<file path="config.mk">
export PLATFORM = sky130hd
export DESIGN_NAME = instr_fetch_ctrl
export DESIGN_NICKNAME = d
export VERILOG_FILES = /design/src/rtl/instr_fetch_ctrl.sv
export SDC_FILE = /design/constraint.sdc
export NUM_CORES = 1
export LEC_CHECK = 0
export CAP_MARGIN = 30
export CORE_AREA = 4 4 131 133
export DETAILED_ROUTE_END_ITERATION = 8
export DIE_AREA = 0 0 135 137
export GPL_TIMING_DRIVEN = 0
export HOLD_SLACK_MARGIN = 0.15
export PLACE_DENSITY = 0.89
export SYNTH_ARGS = -nofsm -noshare
export SYNTH_HDL_FRONTEND = slang
export SYNTH_SLANG_ARGS = --single-unit
</file>
<file path="constraint.sdc">
create_clock -name clk -period 8.11 [get_ports clk]
set_clock_uncertainty 0.15 [all_clocks]
set_input_delay 2.433 -clock clk [delete_from_list [all_inputs] [get_ports clk]]
set_output_delay 2.433 -clock clk [all_outputs]
set_load 0.05 [all_outputs]
</file>
<file path="src/rtl/instr_fetch_ctrl.sv">
// rtl/instr_fetch_ctrl.sv - instruction fetch controller with 2-entry fetch buffer
module instr_fetch_ctrl #(
    parameter logic [31:0] RESET_PC   = 32'h0000_0000,
    parameter int          IMEM_WORDS = 81
) (
    input  logic        clk,
    input  logic        rst_n,
    input  logic        fetch_en,
    input  logic        redirect_valid,
    input  logic [31:0] redirect_pc,
    output logic [31:0] imem_addr,
    input  logic [31:0] imem_data,
    output logic        if_valid,
    input  logic        if_ready,
    output logic [31:0] if_pc,
    output logic [31:0] if_instr,
    output logic        fetch_done,
    output logic        fetch_err,
    output logic [15:0] fetch_count
);

    localparam logic [31:0] LIMIT = 32'(IMEM_WORDS * 4);

    typedef enum logic [1:0] {
        S_IDLE,
        S_RUN,
        S_DONE,
        S_HALT
    } state_t;

    state_t      state_q;
    state_t      state_d;
    logic [31:0] pc_q;
    logic [31:0] fifo_pc    [2];
    logic [31:0] fifo_instr [2];
    logic        rd_ptr;
    logic        wr_ptr;
    logic [1:0]  count;
    logic        err_q;
    logic [15:0] fcount_q;

    logic        redir_bad;
    logic        redir_ok;
    logic        pop;
    logic        push;
    logic        at_last;

    always_comb begin
        redir_bad = redirect_valid && ((redirect_pc[1:0] != 2'b00) || (redirect_pc >= LIMIT));
        redir_ok  = redirect_valid && !redir_bad && (state_q != S_HALT);
        pop       = (count != 2'd0) && if_ready;
        at_last   = (pc_q + 32'd4) == LIMIT;
        // IDLE with fetch_en high fetches on the same edge it enters RUN
        push      = fetch_en && !redirect_valid
                    && ((state_q == S_RUN) || (state_q == S_IDLE))
                    && ((count != 2'd2) || pop);
    end

    always_comb begin
        state_d = state_q;
        if (redir_bad) begin
            state_d = S_HALT;
        end else if (redir_ok) begin
            state_d = fetch_en ? S_RUN : S_IDLE;
        end else begin
            case (state_q)
                S_IDLE: begin
                    if (fetch_en) begin
                        state_d = (push && at_last) ? S_DONE : S_RUN;
                    end
                end
                S_RUN: begin
                    if (!fetch_en) begin
                        state_d = S_IDLE;
                    end else if (push && at_last) begin
                        state_d = S_DONE;
                    end
                end
                S_DONE:  state_d = S_DONE;
                S_HALT:  state_d = S_HALT;
                default: state_d = S_IDLE;
            endcase
        end
    end

    always_ff @(posedge clk or negedge rst_n) begin
        if (!rst_n) begin
            state_q <= S_IDLE;
        end else begin
            state_q <= state_d;
        end
    end

    // Redirects, good or bad, take priority over push and pop
    always_ff @(posedge clk or negedge rst_n) begin
        if (!rst_n) begin
            pc_q     <= RESET_PC;
            rd_ptr   <= 1'b0;
            wr_ptr   <= 1'b0;
            count    <= 2'd0;
            err_q    <= 1'b0;
            fcount_q <= 16'h0000;
            for (int i = 0; i < 2; i++) begin
                fifo_pc[i]    <= 32'h0;
                fifo_instr[i] <= 32'h0;
            end
        end else if (redir_bad) begin
            rd_ptr <= 1'b0;
            wr_ptr <= 1'b0;
            count  <= 2'd0;
            err_q  <= 1'b1;
        end else if (redir_ok) begin
            rd_ptr <= 1'b0;
            wr_ptr <= 1'b0;
            count  <= 2'd0;
            pc_q   <= redirect_pc;
        end else begin
            if (push) begin
                fifo_pc[wr_ptr]    <= pc_q;
                fifo_instr[wr_ptr] <= imem_data;
                wr_ptr             <= ~wr_ptr;
                pc_q               <= pc_q + 32'd4;
                if (fcount_q != 16'hFFFF) begin
                    fcount_q <= fcount_q + 16'd1;
                end
            end
            if (pop) begin
                rd_ptr <= ~rd_ptr;
            end
            case ({push, pop})
                2'b10:   count <= count + 2'd1;
                2'b01:   count <= count - 2'd1;
                default: count <= count;
            endcase
        end
    end

    assign imem_addr   = pc_q;
    assign if_valid    = (count != 2'd0);
    assign if_pc       = fifo_pc[rd_ptr];
    assign if_instr    = fifo_instr[rd_ptr];
    assign fetch_done  = (state_q == S_DONE);
    assign fetch_err   = err_q;
    assign fetch_count = fcount_q;

endmodule

</file>
**After elaboration in Yosys (flattened, before gate mapping)**

Index checks and enable logic that the tools add are counted.

- Bits in registers: 183
- Output and inout bits: 115
- Logic and storage cells: 90

- Add/subtract/negate cells: 4
- $lt $le $gt $ge: 4
- Equality and inequality tests: 11
- Mux-type cells: 29
- Bitwise operators: 6
- Reduce and logical (&&, ||, !) cells: 25

Operators by type and width:

| cell | count |
|---|---|
| 32-bit 2-to-1 mux | 9 |
| 64-bit bitwise mux | 2 |
| 32-bit by 3-bit adder with 32-bit output (second input constant) | 1 |
| 32-bit demux with 1-bit select | 1 |
| 32-bit by 9-bit == test with 1-bit output (second input constant) | 1 |
| 32-bit by 9-bit greater-or-equal comparator with 1-bit output (second input constant) | 1 |
| 16-bit by 1-bit adder with 16-bit output (second input constant) | 1 |
| 2-bit 2-to-1 mux | 8 |
| 16-bit != test (second input constant) | 1 |
| 1-bit logical AND | 9 |
| 2-bit case mux with 4 select lines | 1 |
| 1-bit 2-to-1 mux | 7 |
| 2-bit == test (second input constant) | 3 |
| 2-bit nonzero test | 3 |
| 3-bit nonzero test | 2 |
| 5-bit by 4-bit != test with 1-bit output (second input constant) | 1 |
| 2-bit by 1-bit == test with 1-bit output (second input constant) | 2 |
| 2-bit greater-or-equal comparator (second input constant) | 2 |
| 2-bit != test (second input constant) | 2 |
| 4-bit != test (second input constant) | 1 |
| 1-bit NOT | 4 |
| 1-bit NOT with 2-bit output | 2 |
| 2-bit case mux with 2 select lines | 1 |
| 2-bit AND reduction | 2 |
| other kinds (9) | 12 |

**Longest topological paths before layout**

Gate-level depths: netlist of run 1.

- Depth in word-level cells: 10
- Mapped depth: 9

**Worst setup path after synthesis of run 1**

No wires, ideal clock.

- Path kind: input to register
- Start point: input port fetch_en
- End point: register fifo_pc[40] in the netlist's numbering
- Setup time: 125 ps
- Arrival: 4088 ps
- Data required time: 7835 ps
- Setup slack: 3747 ps
- Stages on the path: 7
- Buffers on the path: 2
- Path through: nand2b_1 > a211oi_1 > inv_1 > nor2_1 > clkbuf_1 > clkbuf_1 > mux2_2

- Longest elaborated chain between the ends: 4

RTL lines:

| item | line | text |
|---|---|---|
| start: declaration | 8 | `input logic fetch_en,` |
| 1-bit logical AND | 54 | `push = fetch_en && !redirect_valid` |
| 1-bit logical AND | 55 | `&& ((state_q == S_RUN) \|\| (state_q == S_IDLE))` |
| 1-bit logical AND | 56 | `&& ((count != 2'd2) \|\| pop);` |
| 3-bit AND reduction (no line) | n/a |  |
| end signal: indexed assignment | 119 | `fifo_pc[wr_ptr] <= pc_q;` |
| end: declaration | 34 | `logic [31:0] fifo_pc [2];` |

Every way passes these cells.
A chain may end at the register's enable or synchronous reset.

**Final worst setup path of run 1**

- Start point: register rd_ptr
- End point: output port if_pc[3]

- Longest elaborated chain between the ends: 4

RTL lines:

| item | line | text |
|---|---|---|
| start: declaration | 36 | `logic rd_ptr;` |
| start signal: assignment | 128 | `rd_ptr <= ~rd_ptr;` |
| 1-bit NOT with 2-bit output (not written as such) | 140 | `assign if_pc = fifo_pc[rd_ptr];` |
| 32-bit 2-to-1 mux (not written as such) (3 in a row) | 140 |  |
| end: declaration | 15 | `output logic [31:0] if_pc,` |

Every way passes these cells. The select of a mux whose other input is x is not followed.

==> run metrics, run 1 <==
die area=approximately 18000 um2; worst path arrival time=2.97 ns; status=complete, no violations; commonest non-fill, non-tap cell in the layout=mux2_2; kind of critical path=reg2out; FF+latch count, synth=between 150 and 200; number of synthesized flops with an enable pin=0; worst reg2reg path depth=7; grt total ovfl=0; drt total wl=roughly 21000 um; RePlAce Congestion=slightly above 0.9; WL met1=9250 um; Post-CTS Resized=0; critical path's most frequent cell=clkbuf_1; Logic pwr share=0.105; hold_sp=fetch_err$_DFFE_PN0N_; Worst Setup End Kind=output pin; Peak supply drop=about 0.14 mV; CP bufs+invs=3; Rows=46; asr flop ratio synth=1.00; switching share of power=0.239; post-CTS setup buffer count=0; Setup WS pre-CTS=roughly 2.3 ns; initial drt markers=between 300 and 400; Fmax=about 180 MHz; Max-slew headroom=0.370; commonest non-fill, non-tap cells in the layout=mux2_2 (188), dfrtp_1 (183), clkdlybuf4s50_1 (182); Top Ports=roughly 180; Crit-path slowest cell=clkdlybuf4s50_1; fin crit period=between 5 and 6 ns; warnings from Yosys=0; final worst-path cycle share=0.685; Flop pwr share=0.469; overall routing resource usage=0.237; Synth Cell Area=slightly below 9000 um2; internal power=approximately 0.0015 W; maximum number of pins on one net before global-route repair=107; Net Switching=0.000483 W; Slew Limit Fails=0; PnR worst setup slack=2.56 ns; DR vias/cell=approximately 5.5; Pwr Total=between 0.002 and 0.0025 W; Register Area=around 4600 um2; Syn Inst Count=between 700 and 800; Final #Nets=1013; Final setup viols=0; Final Hold Fails=0; Antenna Cells=0; Avg Cell Area, Syn=~12 um2; Top FF cell, synth=dfrtp_1; CTS tree=done; post-DP HPWL=15300 um; worst r2r src=state_q[1]$_DFFE_PN0P_; Remaining DRCs=0; Post-CTS Hold Buffers=0; Static Leak=around 5.1 nW; WP data required=5.53 ns; Core Area=15800 um2; Clk pwr share=0.426; worst-skew pair later-pin latency=0.42 ns; Die Span Y=between 100 and 150 um; Via Count=roughly 6400; Num CTS Buffers=17; metal3 WL=about 1100 um; IO Port Bufs=roughly 180; WP depth=4; crit-path leading delay family=buffers and inverters; area of the multi-input gates=just under 4000 um2; Min-Delay Path Class=reg2reg; R2R setup slack=approximately 4.7 ns; Clk pin slew, worst setup/hold paths=around 0.060 ns; largest fanout on the critical path=10; H-tree depth=4; Mapped Nets=~800; Die W=between 100 and 150 um; CP peak stage delay=around 0.74 ns; CTS root buf=clkbuf_16; Worst Setup SP=rd_ptr$_DFFE_PN0P_; CP Launch Type=flop; drt wl/cell=17.9 um; FILL cells=roughly 1100; post-synthesis sequential area ratio=0.522; share of layout cells above drive strength 1=0.246; pwr dens=between 150 and 200 nW/um2; met2 routed WL=about 10000 um; first-pass GRT wire length=34800 um; area grow syn2layout=31.3%; ANT nets after route=0; Synth cell types=between 40 and 50; Hold Path Depth=1; Worst-Margin Slew=approximately 0.94 ns; starting density of the core=0.554; clk sink count=roughly 180; vias in the first global route=a little under 7000; worst-path cell chain=clkbuf_1 -> clkbuf_1 -> mux2_2 -> clkdlybuf4s50_1; drt pass-1 iters=5; unrepaired setup endpoints after global routing=false; MaxCap Viol Count=0; antenna violations before repair=0; Max Used Layer=met4; CTS Buffer Depth=2
## sequential cells by signal, summed over array words and instances, names as in the netlist
signal and cells:
fifo_instr 64, fifo_pc 64, imem_addr 32, fetch_count 16, count 2, state_q 2
fetch_err 1, rd_ptr 1, wr_ptr 1
## power by group through the flow
stage                     combinational [W]  sequential [W]  clock, W
after floorplan                    0.000101        0.000971         0
after global placement             0.000209        0.000965         0
after detailed placement           0.000214        0.000966         0
after CTS                          0.000215        0.000949  0.000876
after global routing               0.000226        0.000951  0.000918
final                              0.000213        0.000949  0.000863
## kinds of logic (layout without fill, tap and decap cells)
family                     Yosys count  after routing  synth area share
DFF                                183            183             0.522
buffers and inverters               56            271            0.0258
xor gates and xnor gates            51             51            0.0509
and+or+nand+nor                    202            202             0.117
AOI/OAI and AO/OA                   52             52            0.0361
adders and majority gates            4              4           0.00571
muxes                              189            189             0.243
## routing by layer
metal / vias to the layer above / global-route usage
met5: - / 0
met4: 0 / 0.0722
met3: 33 / 0.0471
met2: 186 / 0.400
met1: 3205 / 0.311
li1: 3019 / -
## final timing paths
kind	to
worst max-delay path	if_pc[3]
worst min-delay path	fetch_err$_DFFE_PN0N_
worst max register to register	fifo_pc[58]$_DFFE_PN0P_
worst min register to register	fetch_err$_DFFE_PN0N_
max in group asynchronous	fifo_instr[32]$_DFFE_PN0P_
min in group asynchronous	fifo_instr[29]$_DFFE_PN0P_
## worst reg2reg max path, delay by kind of cell, from the launching register on
kind / cells / cell delay, ns
AO/OA/AOI/OAI: 1 / 0.78
flip-flops: 1 / 0.40
buffers and inverters: 3 / 1.20
multiplexers: 1 / 0.42
AND/OR/NAND/NOR: 2 / 0.39
## area by class of cell
class                   instances  share of cell area
plain buffers                  47              0.0167
clock buffers                  19              0.0376
clock inverters                12              0.0151
inverters                       9             0.00293
multi-input cells             498               0.344
flip-flops and latches        183               0.398
well taps                     216              0.0235
repair buffers                184               0.162
## Yosys cell counts (all sizes together), types with 2 or more instances
cell type / number / area (um2)
and2: 4 / 25.0
nand2: 56 / 210
a21oi: 7 / 35.0
nand4: 15 / 109
nor3: 14 / 70.1
o31ai: 2 / 15.0
a211oi: 2 / 15.0
nand4b: 2 / 17.5
xor2: 19 / 166
a31oi: 2 / 12.5
xnor2: 32 / 280
nor2b: 4 / 25.0
nand3: 18 / 95.1
and4: 4 / 35.0
nor4: 17 / 113
o21ai: 27 / 135
mux2: 188 / 2120
buf: 17 / 78.8
and3: 5 / 31.3
o31a: 2 / 17.5
nor2: 46 / 173
or3: 7 / 43.8
nand2b: 2 / 12.5
clkbuf: 30 / 114
dfrtp: 183 / 4580
or4: 5 / 41.3
ha: 4 / 50.1
inv: 9 / 33.8
## metrics by stage
stage           util  cells  hold slack, ns  TNS, ns  area [um2]
3_3_place_gp   0.687   1136           0.302  -531.71       10900
6_report       0.727   1168           0.332        0       11500
4_1_cts        0.727   1168           0.330        0       11500
2_1_floorplan      -    737           0.294        0        8770
3_5_place_dp   0.689   1137           0.318        0       10900
5_1_grt        0.727   1168           0.356        0       11500
Power figures use the tool's default switching activity.
==> run 2, diff against run 1 <==
--- a/config.mk
+++ b/config.mk
@@ -6,12 +6,12 @@
 export NUM_CORES = 1
 export LEC_CHECK = 0
 export CAP_MARGIN = 30
-export CORE_AREA = 4 4 131 133
+export CORE_AREA = 4 4 135 137
 export DETAILED_ROUTE_END_ITERATION = 8
-export DIE_AREA = 0 0 135 137
+export DIE_AREA = 0 0 139 141
 export GPL_TIMING_DRIVEN = 0
 export HOLD_SLACK_MARGIN = 0.15
-export PLACE_DENSITY = 0.89
+export PLACE_DENSITY = 0.84
 export SYNTH_ARGS = -nofsm -noshare
 export SYNTH_HDL_FRONTEND = slang
 export SYNTH_SLANG_ARGS = --single-unit
==> constraint.sdc (replaced) <==
create_clock -name clk -period 5.7 [get_ports clk]
set_clock_uncertainty 0.15 [all_clocks]
set_input_delay 1.71 -clock clk [delete_from_list [all_inputs] [get_ports clk]]
set_output_delay 1.71 -clock clk [all_outputs]
set_load 0.05 [all_outputs]
==> run metrics, run 2 (synthesis gave the netlist of run 1 again) <==
worst-skew pair later-pin latency=0.44 ns (was 0.42 ns); vias in the first global route=6765 (was 6751); ANT nets after route=0 (unchanged); commonest non-fill, non-tap cells in the layout=mux2_2 (188), dfrtp_1 (183), clkdlybuf4s50_1 (182) (unchanged); CTS Buffer Depth=2 (unchanged); hold_sp=fetch_err$_DFFE_PN0N_ (unchanged); WP data required=5.86 ns (was 5.53 ns); kind of critical path=in2reg (was reg2out); fin crit period=4.86 ns; Pwr Total=0.00298 W (was 0.00202 W); Final #Nets=1013 (unchanged); Num CTS Buffers=17 (unchanged); post-DP HPWL=14900 um (was 15300 um); Post-CTS Hold Buffers=0 (unchanged); pwr dens=257 nW/um2 (was 176 nW/um2); CP bufs+invs=4 (was 3); WHS=0.324 ns (was 0.332 ns); Core Area=17100 um2 (was 15800 um2); clk sink count=183 (unchanged); first-pass GRT wire length=35200 um (was 34800 um); final worst-path cycle share=0.852; initial drt markers=472 (was 337); DR vias/cell=5.49 (was 5.52); Peak supply drop=0.210 mV (was 0.142 mV); Min-Delay Path Class=reg2reg (unchanged); switching share of power=0.241 (was 0.239); drt total wl=21000 um (about the same); area grow syn2layout=32.2% (was 31.3%); fin cells=1178 (was 1168); Die Span Y=141 um (was 137 um); commonest non-fill, non-tap cell in the layout=mux2_2 (unchanged); Antenna Cells=0 (unchanged); unrepaired setup endpoints after global routing=false (unchanged); CP peak stage delay=0.80 ns (was 0.74 ns); Die W=139 um (was 135 um); grt total ovfl=0 (unchanged); Worst Setup End Kind=flop (was output pin); Final setup viols=0 (unchanged); Cell Area, Placed=10900 um2 (about the same); CTS root buf=clkbuf_16 (unchanged); Static Leak=5.14 nW (was 5.11 nW); Clk pin slew, worst setup/hold paths=0.07 ns (was 0.06 ns); Setup WS pre-CTS=0.462 ns (was 2.25 ns); PnR worst setup slack=0.844 ns (was 2.56 ns); Fmax=206 MHz; worst path arrival time=5.02 ns (was 2.97 ns); DP Cell Count=1146 (was 1137); Post-CTS Resized=0 (unchanged); drt pass-1 iters=6 (was 5); die area=19600 um2 (was 18500 um2); antenna violations before repair=0 (unchanged); met2 routed WL=10300 um (was 10200 um); drt wl/cell=17.8 um (was 17.9 um); starting density of the core=0.514 (was 0.554); status=complete, no violations (unchanged); Max-slew headroom=0.349 (was 0.370); CTS tree=done (unchanged); H-tree depth=4 (unchanged); RePlAce Congestion=0.892 (was 0.932); Flop pwr share=0.453 (was 0.469); worst-path cell chain=clkdlybuf4s50_1 -> nor2_1 -> a211oi_1 -> inv_1 -> nor2_1 -> clkbuf_1 -> clkbuf_1 -> mux2_2 (was clkbuf_1 -> clkbuf_1 -> mux2_2 -> clkdlybuf4s50_1); largest fanout on the critical path=10 (unchanged); internal power=0.00226 W (was 0.00154 W); metal3 WL=959 um (was 1050 um); Worst Setup SP=if_ready (was rd_ptr$_DFFE_PN0P_); Logic pwr share=0.101 (was 0.105); final instance area=11600 um2 (was 11500 um2); Top Ports=184 (unchanged); crit-path leading delay family=buffers and inverters (unchanged); Via Count=6464 (was 6443); maximum number of pins on one net before global-route repair=114 (was 107); Worst-Margin Slew=0.967 ns (was 0.939 ns); Net Switching=0.000719 W (was 0.000483 W); Max Used Layer=met4 (unchanged); Clk pwr share=0.447 (was 0.426); Final Hold Fails=0 (unchanged); MaxCap Viol Count=0 (unchanged); overall routing resource usage=0.221 (was 0.237); worst r2r src=state_q[1]$_DFFE_PN0P_ (unchanged); IO Port Bufs=183 (unchanged); post-CTS setup buffer count=0 (unchanged); WL met1=9430 um (was 9250 um); Remaining DRCs=0 (unchanged); Rows=48 (was 46); CP Launch Type=input port (was flop); Slew Limit Fails=0 (unchanged); Crit-path slowest cell=a211oi_1 (was clkdlybuf4s50_1); share of layout cells above drive strength 1=0.249 (was 0.246)
run 2: power groups by stage:
| stage | clock network (W) | logic [W] | registers (W) |
|---|---|---|---|
| 6_report | 0.00133 | 0.000301 | 0.00135 |
| 5_1_grt | 0.00141 | 0.000319 | 0.00135 |
| 4_1_cts | 0.00135 | 0.000305 | 0.00135 |
| 3_5_place_dp | 0 | 0.000303 | 0.00137 |
| 3_3_place_gp | 0 | 0.000298 | 0.00137 |
| 2_1_floorplan | 0 | 0.000143 | 0.00138 |
run 2: final cells by class:
type                       count  area [um2]
buffer                        47         193
clock buffer                  18         439
clock inverter                14         235
fill                        1310        5470
inverter                       9        33.8
multi-input combinational    498        3960
sequential                   183        4580
tap                          225         282
timing repair buffer         184        1860
run 2: worst paths after layout:
check                                             end  slack [ns]  depth (start not counted)
max                           fifo_pc[52]$_DFFE_PN0P_        0.84                          8
min                             fetch_err$_DFFE_PN0N_        0.32                          1
max reg2reg                   fifo_pc[52]$_DFFE_PN0P_        2.11                          7
min reg2reg                     fetch_err$_DFFE_PN0N_        0.32                          1
max in group asynchronous   imem_addr[22]$_DFFE_PN0P_        3.37                          2
min in group asynchronous  fifo_instr[56]$_DFFE_PN0P_        1.20                          1
run 2: metrics by stage:
stage / setup TNS (ns) / utilization
after floorplan: 0 / -
after global placement: -856.04 / 0.638
after detailed placement: 0 / 0.640
after CTS: 0 / 0.680
after global routing: 0 / 0.680
final: 0 / 0.680
run 2: metal layers:
metal	GRT usage	up-vias
met2	0.367	177
met5	0	-
met1	0.296	3238
met3	0.0451	23
li1	-	3026
met4	0.0695	0
==> run 3, diff against run 2 <==
--- a/config.mk
+++ b/config.mk
@@ -6,12 +6,13 @@
 export NUM_CORES = 1
 export LEC_CHECK = 0
 export CAP_MARGIN = 30
-export CORE_AREA = 4 4 135 137
+export CORE_AREA = 4 4 138 140
 export DETAILED_ROUTE_END_ITERATION = 8
-export DIE_AREA = 0 0 139 141
+export DIE_AREA = 0 0 142 144
 export GPL_TIMING_DRIVEN = 0
 export HOLD_SLACK_MARGIN = 0.15
-export PLACE_DENSITY = 0.84
+export MAX_ROUTING_LAYER = met4
+export PLACE_DENSITY = 0.81
 export SYNTH_ARGS = -nofsm -noshare
 export SYNTH_HDL_FRONTEND = slang
 export SYNTH_SLANG_ARGS = --single-unit
==> run metrics, run 3 (synthesis gave the netlist of run 1 again) <==
status=complete, no violations (unchanged); critical path's most frequent cell=clkbuf_1; Crit-path slowest cell=clkdlybuf4s50_1 (was a211oi_1); unrepaired setup endpoints after global routing=false (unchanged); largest fanout on the critical path=10 (unchanged); FILL cells=1410 (was 1310); Post-CTS Hold Buffers=0 (unchanged); Pwr Total=0.00283 W (was 0.00298 W); CTS tree=done (unchanged); Final #Nets=1013 (unchanged); worst path arrival time=3.01 ns (was 5.02 ns); pwr dens=246 nW/um2 (was 257 nW/um2); worst-skew pair later-pin latency=0.42 ns (was 0.44 ns); DP Cell Count=1150 (was 1146); commonest non-fill, non-tap cells in the layout=mux2_2 (188), dfrtp_1 (183), clkdlybuf4s50_1 (182) (unchanged); Worst Setup End Kind=output pin (was flop); maximum number of pins on one net before global-route repair=118 (was 114); Final Hold Fails=0 (unchanged); PnR worst setup slack=0.831 ns (was 0.844 ns); Fmax=205 MHz (was 206 MHz); first-pass GRT wire length=34000 um (was 35200 um); Peak supply drop=0.212 mV (was 0.210 mV); Worst-Margin Slew=0.946 ns (was 0.967 ns); initial drt markers=364 (was 472); drt total wl=20500 um (was 21000 um); antenna violations before repair=0 (unchanged); Remaining DRCs=0 (unchanged); Core Area=17800 um2 (was 17100 um2); drt pass-1 iters=6 (unchanged); Clk pin slew, worst setup/hold paths=0.06 ns (was 0.07 ns); Die Span Y=144 um (was 141 um); clk sink count=183 (unchanged); fin crit period=4.87 ns (was 4.86 ns); DR vias/cell=5.43 (was 5.49); H-tree depth=4 (unchanged); Final setup viols=0 (unchanged); Via Count=6419 (was 6464); ANT nets after route=0 (unchanged); area grow syn2layout=31.4% (was 32.2%); Static Leak=5.10 nW (was 5.14 nW); vias in the first global route=6542 (was 6765); final worst-path cycle share=0.854 (was 0.852); fin cells=1182 (was 1178); Min-Delay Path Class=reg2reg (unchanged); kind of critical path=reg2out (was in2reg); Slew Limit Fails=0 (unchanged); CP peak stage delay=0.72 ns (was 0.80 ns); Die W=142 um (was 139 um); WP data required=3.84 ns (was 5.86 ns); Antenna Cells=0 (unchanged); overall routing resource usage=0.214 (was 0.221); IO Port Bufs=183 (unchanged); CTS Buffer Depth=2 (unchanged); MaxCap Viol Count=0 (unchanged); grt total ovfl=0 (unchanged); Num CTS Buffers=17 (unchanged); die area=20400 um2 (was 19600 um2); CTS root buf=clkbuf_16 (unchanged); worst-path cell chain=clkbuf_1 -> clkbuf_1 -> mux2_2 -> clkdlybuf4s50_1 (was clkdlybuf4s50_1 -> nor2_1 -> a211oi_1 -> inv_1 -> nor2_1 -> clkbuf_1 -> clkbuf_1 -> mux2_2); Post-CTS Resized=0 (unchanged); Rows=49 (was 48); Max-slew headroom=0.363 (was 0.349); Top Ports=184 (unchanged); post-CTS setup buffer count=0 (unchanged); starting density of the core=0.492 (was 0.514); RePlAce Congestion=0.907 (was 0.892); drt wl/cell=17.4 um (was 17.8 um); share of layout cells above drive strength 1=0.249 (unchanged); commonest non-fill, non-tap cell in the layout=mux2_2 (unchanged); CP Launch Type=flop (was input port); Setup WS pre-CTS=0.476 ns (was 0.462 ns); post-DP HPWL=14900 um (about the same)
==> run 3: layout make-up <==
class                      count  area, um2  share of cell area
multi-input combinational    498       3960               0.344
inverter                       9       33.8             0.00293
sequential                   183       4580               0.398
timing repair buffer         184       1860               0.162
buffer                        47        193              0.0167
clock buffer                  19        453              0.0393
clock inverter                13        146              0.0127
tap                          229        287              0.0249
==> run 3: final timing paths <==
check / endpoint / from / slack, ns / cells after the start
worst min-delay path: fetch_err$_DFFE_PN0N_ / fetch_err$_DFFE_PN0N_ / 0.33 / 1
max in group asynchronous: fifo_instr[31]$_DFFE_PN0P_ / rst_n / 3.38 / 2
worst min register to register: fetch_err$_DFFE_PN0N_ / fetch_err$_DFFE_PN0N_ / 0.33 / 1
worst max-delay path: if_pc[5] / rd_ptr$_DFFE_PN0P_ / 0.83 / 4
min in group asynchronous: fifo_pc[48]$_DFFE_PN0P_ / rst_n / 1.07 / 1
worst max register to register: fifo_pc[55]$_DFFE_PN0P_ / state_q[1]$_DFFE_PN0P_ / 2.28 / 7
==> run 3: worst max-delay path: cells and delay by family, from the launching register on <==
kind,cells,cell delay [ns]
buffers and inverters,3,1.80
multiplexers,1,0.45
flip-flops,1,0.34
==> run 3: report_power, final <==
| part | internal, W | total [W] | switching [W] |
|---|---|---|---|
| sequential | 0.00133 | 0.00135 | 0.0000195 |
| combinational | 0.000130 | 0.000301 | 0.000170 |
| clock | 0.000675 | 0.00118 | 0.000509 |
| total | 0.00213 | 0.00283 | 0.000699 |
==> run 3: metrics by stage <==
stage	TNS [ns]	instance area [um2]	hold slack, ns	util
finish	0	11500	0.329	0.646
global route	0	11500	0.366	0.646
CTS	0	11500	0.337	0.646
detailed placement	0	10900	0.321	0.612
global placement	-879.15	10900	0.300	0.610
floorplan	0	8770	0.294	-
==> run 3: per-layer routing <==
layer | vias to the layer above | global-route usage | share of wire
met5 | - | - | 0
met4 | 0 | 0.0646 | 0.017
met3 | 30 | 0.0377 | 0.052
met2 | 211 | 0.340 | 0.48
met1 | 3157 | 0.284 | 0.45
li1 | 3021 | - | -
